<file path="config.mk">
export PLATFORM = sky130hd
export DESIGN_NAME = led_cmd_sequencer
export DESIGN_NICKNAME = d
export VERILOG_FILES = /design/src/rtl/led_cmd_sequencer.sv
export SDC_FILE = /design/constraint.sdc
export NUM_CORES = 1
export LEC_CHECK = 0
export CORE_ASPECT_RATIO = 0.9
export CORE_MARGIN = 10
export CORE_UTILIZATION = 30
export CTS_BUF_LIST = sky130_fd_sc_hd__clkbuf_4 sky130_fd_sc_hd__clkbuf_8
export DETAILED_ROUTE_END_ITERATION = 8
export MAX_ROUTING_LAYER = met4
export PLACE_DENSITY = 0.53
export SLEW_MARGIN = 0
export SYNTH_ARGS = -nofsm -noshare
export SYNTH_HDL_FRONTEND = slang
export SYNTH_SLANG_ARGS = --single-unit
</file>
<file path="constraint.sdc">
create_clock -name clk -period 2.15 [get_ports clk]
set_input_delay 0.5375 -clock clk [delete_from_list [all_inputs] [get_ports clk]]
set_output_delay 0.5375 -clock clk [all_outputs]
set_load 0.01 [all_outputs]
</file>
<file path="src/rtl/led_cmd_sequencer.sv">
// led_cmd_sequencer: buffers {lit, code} LED commands in a small FIFO and
// replays them to the LED interpreter, holding each one on LEDCode/Lit for
// HOLD_CYCLES cycles so that visible sequences are paced.
//
//   state | meaning
//   ------+---------------------------------------------------------------
//   IDLE  | nothing being held; pops the head as soon as the FIFO has data
//   HOLD  | a command is presented; cnt counts down the remaining cycles
//
// flush has priority over everything except reset. It empties the FIFO and
// returns the outputs to 8'h00/0, which the interpreter treats as clear-all.
module led_cmd_sequencer #(
  parameter int DEPTH       = 4,
  parameter int HOLD_CYCLES = 16
) (
  input  logic                     clk,
  input  logic                     rst_n,
  input  logic                     cmd_valid,
  input  logic [7:0]               cmd_code,
  input  logic                     cmd_lit,
  output logic                     cmd_ready,
  input  logic                     flush,
  output logic [7:0]               LEDCode,
  output logic                     Lit,
  output logic                     busy,
  output logic [$clog2(DEPTH):0]   level
);

  localparam int PTR_W = $clog2(DEPTH);
  localparam int LVL_W = PTR_W + 1;
  localparam int CNT_W = (HOLD_CYCLES > 1) ? $clog2(HOLD_CYCLES) : 1;
  localparam logic [CNT_W-1:0] HOLD_LOAD = CNT_W'(HOLD_CYCLES - 1);
  localparam logic [LVL_W-1:0] LVL_FULL  = LVL_W'(DEPTH);

  typedef enum logic {
    IDLE = 1'b0,
    HOLD = 1'b1
  } state_t;

  state_t             state_q, state_d;
  logic [CNT_W-1:0]   cnt_q, cnt_d;
  logic [8:0]         mem [DEPTH];
  logic [PTR_W-1:0]   wr_ptr, rd_ptr;
  logic [LVL_W-1:0]   level_q;
  logic               full, empty;
  logic               push, pop;

  assign full      = (level_q == LVL_FULL);
  assign empty     = (level_q == '0);
  assign cmd_ready = !full;
  assign level     = level_q;
  assign busy      = (state_q == HOLD) || !empty;

  // A push is blocked when full (even if a pop happens on the same edge)
  // and discarded when it coincides with a flush.
  assign push = cmd_valid && !full && !flush;

  // Next-state logic: decides when the head is popped and how the hold
  // counter moves.
  always_comb begin
    state_d = state_q;
    cnt_d   = cnt_q;
    pop     = 1'b0;
    case (state_q)
      IDLE: begin
        if (!empty) begin
          pop     = 1'b1;
          cnt_d   = HOLD_LOAD;
          state_d = HOLD;
        end
      end
      HOLD: begin
        if (cnt_q != '0) begin
          cnt_d = cnt_q - CNT_W'(1);
        end else if (!empty) begin
          pop   = 1'b1;
          cnt_d = HOLD_LOAD;
        end else begin
          state_d = IDLE;
        end
      end
      default: begin
        state_d = IDLE;
        cnt_d   = '0;
      end
    endcase
    if (flush) begin
      state_d = IDLE;
      cnt_d   = '0;
      pop     = 1'b0;
    end
  end

  // State and hold counter registers.
  always_ff @(posedge clk or negedge rst_n) begin
    if (!rst_n) begin
      state_q <= IDLE;
      cnt_q   <= '0;
    end else begin
      state_q <= state_d;
      cnt_q   <= cnt_d;
    end
  end

  // FIFO storage; contents need no reset because level gates every read.
  always_ff @(posedge clk) begin
    if (push) begin
      mem[wr_ptr] <= {cmd_lit, cmd_code};
    end
  end

  // FIFO pointers (wrap modulo DEPTH) and occupancy.
  always_ff @(posedge clk or negedge rst_n) begin
    if (!rst_n) begin
      wr_ptr  <= '0;
      rd_ptr  <= '0;
      level_q <= '0;
    end else if (flush) begin
      wr_ptr  <= '0;
      rd_ptr  <= '0;
      level_q <= '0;
    end else begin
      if (push) begin
        wr_ptr <= wr_ptr + PTR_W'(1);
      end
      if (pop) begin
        rd_ptr <= rd_ptr + PTR_W'(1);
      end
      case ({push, pop})
        2'b10:   level_q <= level_q + LVL_W'(1);
        2'b01:   level_q <= level_q - LVL_W'(1);
        default: level_q <= level_q;
      endcase
    end
  end

  // Registered command outputs; they keep the last command when nothing pops.
  always_ff @(posedge clk or negedge rst_n) begin
    if (!rst_n) begin
      LEDCode <= 8'h00;
      Lit     <= 1'b0;
    end else if (flush) begin
      LEDCode <= 8'h00;
      Lit     <= 1'b0;
    end else if (pop) begin
      {Lit, LEDCode} <= mem[rd_ptr];
    end
  end

endmodule

</file>
==> key figures <==
Global routing
  – First-pass GRT wire length: 9750 um
  – Initial antenna violation count: 0
  – Largest net degree at the start of global routing: 24
  – Grt ovf: 0
  – Total GRT Usage: a little over a tenth
  – Vias in the first global route: approximately 1800

Worst setup path
  – Critical-path top delay cell: dfrtp_2
  – Crit path arrival time: approximately 2400 ps
  – Startpoint Class: flop
  – Crit path largest cell delay: about 430 ps
  – Crit path max fanout: 6
  – Worst setup path category: reg -> reg
  – CP endpoint kind: flop
  – CP Data Required Time: about 2400 ps
  – Crit path cell chain: buf_6, or3_4, o21ai_4, a211oi_2, fa_2, mux2i_1, nor3_1, a311o_1

Timing
  – Worst Tran Pin Value: 486 ps
  – Final WS setup: -6.38 ps
  – Final Max Slew Viols: 0
  – Fmax: about 460 MHz
  – Final Skew: approximately 12 ps
  – Slew headroom: 67.6%
  – RSZ-0062 raised after global routing: yes
  – Tmin final: ~2200 ps
  – Fin crit share: 100%
  – Endpoints failing setup: 1
  – Final Hold Fails: 0

Floorplanning
  – Die width: approximately 120 um
  – Die Y-Extent: 107 um
  – Initial Util: 31.1%
  – FP Rows: 31
  – Die ar.: 0.0125 sq mm
  – Core Region: just over 0.008 sq mm
  – # IOs: 27

Power
  – Max VDD drop: 0.497 mV
  – Power Total: roughly 4.5 mW
  – Leakage: between 1 and 1.5 nW
  – Total power divided by cell area: 1350 mW/mm^2

Synth
  – Mean post-synth cell area: 13.6 sq um
  – Seq/Total Area, Yosys: 63.3%
  – Syn nets: a little over 200
  – Number of synthesized flops with an enable pin: 36
  – Mapped cell area: roughly 0.0025 sq mm
  – Yosys Warn Count: 0
  – Top_reg_cell synth: edfxtp_1
  – Post-synthesis register bit count: 57
  – Gate Count Post-Synth: 187
  – Async SR Flop Fraction: 36.8%
  – Yosys cell types: 45

Clock network
  – CTS H-Tree Depth: 3
  – CTS tree: yes
  – Clk Latency, worst-skew pair: between 300 and 400 ps
  – Max Root-Sink Buffers: 2
  – CTS clk-pin slew, worst paths: 70 ps
  – Clock tree root driver cell: clkbuf_8
  – Sink Count: 57
  – Inserted Clock Buffers: 9

Cells and area
  – Syn-to-layout area delta: 32.3%
  – Layout cells sized above 1: between 20% and 30%
  – Nets: ~260
  – Fillcell total: slightly below 800
  – Diode count: 0

Place
  – Port buffer count: 26
  – Place WS: -28.4 ps
  – RePlAce Congestion: about 0.83
  – HPWL after detailed placement: about 4000 um

Route
  – Routed length per instance: roughly 17 um
  – ANT nets after route: 0
  – Detailed Route WL: approximately 6000 um
  – Via count: about 1700
  – Via density: roughly 4.9
  – Violation count after the first detailed-routing iteration: 80
  – DRT Pass-1 Iters: 4
  – # DRC: 0

Worst hold path
  – Hold Crit Class: reg -> reg

Job
  – Maxcap violations: 0

Status
  – Status: finished, violations left
  – Failing checks: negative setup slack
## stage by stage
step	util (%)	std cells	TNS (ps)	area, sq um	hold WS [ps]
6_report	41.2	344	-6.38	3360	531
5_1_grt	41.2	344	-139	3360	559
4_1_cts	40.8	342	-34.6	3330	536
3_5_place_dp	38.4	325	-28.4	3130	524
3_3_place_gp	38.4	325	-12.0	3130	517
2_1_floorplan	-	187	-21.5	2570	242
## power by group
part | total [mW] | internal, mW | switching [mW]
sequential | 1.54 | 1.38 | 0.163
clock | 0.969 | 0.539 | 0.430
combinational | 2.04 | 1.00 | 1.04
## critical path, delay by kind of cell, from the launching register on
| kind | cells | cell delay (ps) |
|---|---|---|
| buffers and inverters | 1 | 140 |
| adders and majority gates | 1 | 400 |
| DFF | 1 | 430 |
| and+or+nand+nor | 2 | 460 |
| AOI/OAI and AO/OA | 3 | 430 |
| muxes | 1 | 180 |
## registers in the layout (all words and copies together), names as in the netlist
register,cells
LEDCode,8
Lit,1
cnt_q,4
level,3
mem,36
rd_ptr,2
state_q,1
wr_ptr,2
## Yosys cell counts (2+ instances only)
library cell	count	share of area, %
clkbuf_1	4	0.59
buf_2	2	0.39
inv_1	6	0.89
nor2_1	10	1.5
ha_1	5	2.5
xnor2_1	2	0.69
nor2b_1	2	0.49
buf_1	2	0.30
o21ai_0	2	0.39
a31oi_1	2	0.49
nor3_1	4	0.79
edfxtp_1	36	43
and2_1	4	0.99
nand2_1	27	4.0
o211ai_1	2	0.59
a21oi_1	15	3.0
mux4_2	9	8.0
a211oi_1	3	0.89
nand3_1	2	0.39
mux2i_1	2	0.79
o21ai_1	2	0.39
dfrtp_1	21	21
## cells by family (layout without fill, tap and decap cells)
| kind of cell | count (synthesis) | after routing | synth area share [%] |
|---|---|---|---|
| muxes | 11 | 11 | 8.78 |
| xor gates and xnor gates | 3 | 3 | 1.04 |
| AOI/OAI and AO/OA | 36 | 36 | 9.62 |
| and+or+nand+nor | 58 | 58 | 11.3 |
| adders and majority gates | 6 | 6 | 3.26 |
| buffers and inverters | 16 | 74 | 2.61 |
| DFF | 57 | 57 | 63.3 |
## area by class of cell
cell class | count | area (sq um) | area share, %
sequential | 57 | 1610 | 47.9
timing repair buffer | 51 | 495 | 14.8
clock inverter | 6 | 58.8 | 1.75
clock buffer | 10 | 131 | 3.91
multi-input combinational | 114 | 912 | 27.2
tap | 99 | 124 | 3.69
inverter | 7 | 26.3 | 0.783
## cells in the final DEF, fill, tap and decap left out, types with 2 or more instances in the layout
master / count
edfxtp_1: 36
nand2_1: 27
clkdlybuf4s50_1: 24
dfrtp_1: 20
buf_4: 20
a21oi_1: 15
nor2_1: 10
mux4_2: 9
clkbuf_8: 9
inv_1: 5
and2_1: 4
nor3_1: 4
ha_1: 4
buf_12: 4
inv_2: 2
mux2i_1: 2
o21ai_1: 2
a211oi_1: 2
o211ai_1: 2
xnor2_1: 2
a31oi_1: 2
nor2b_1: 2
nand3_1: 2
a2111oi_2: 2
clkinv_1: 2
## routing by layer
layer	up-vias	wire (um)	global-route usage, %	part of all wire (%)
li1	800	-	-	-
met1	852	2790	13.0	47
met2	38	2800	15.9	47
met3	11	291	3.90	4.9
met4	0	104	4.76	1.7
met5	-	0	-	0
## worst paths after layout
kind / from / to / slack, ps / cells past startpoint
min in group asynchronous: rst_n / cnt_q[2] / 540 / 2
worst max-delay path: level[1] / level[2] / -6 / 8
max in group asynchronous: rst_n / level[1] / 1340 / 2
worst min register to register: LEDCode[0] / LEDCode[0] / 530 / 2
worst max register to register: level[1] / level[2] / -6 / 8
worst min-delay path: LEDCode[0] / LEDCode[0] / 530 / 2
## repair_timing
item                                    4_1_cts  5_1_grt
pin swaps                                     0        4
hold buffers                                  0        0
resized for setup                             3        6
buffers inserted                              1        2
endpoints found under the setup margin        3        2
Power figures use the tool's default switching activity.
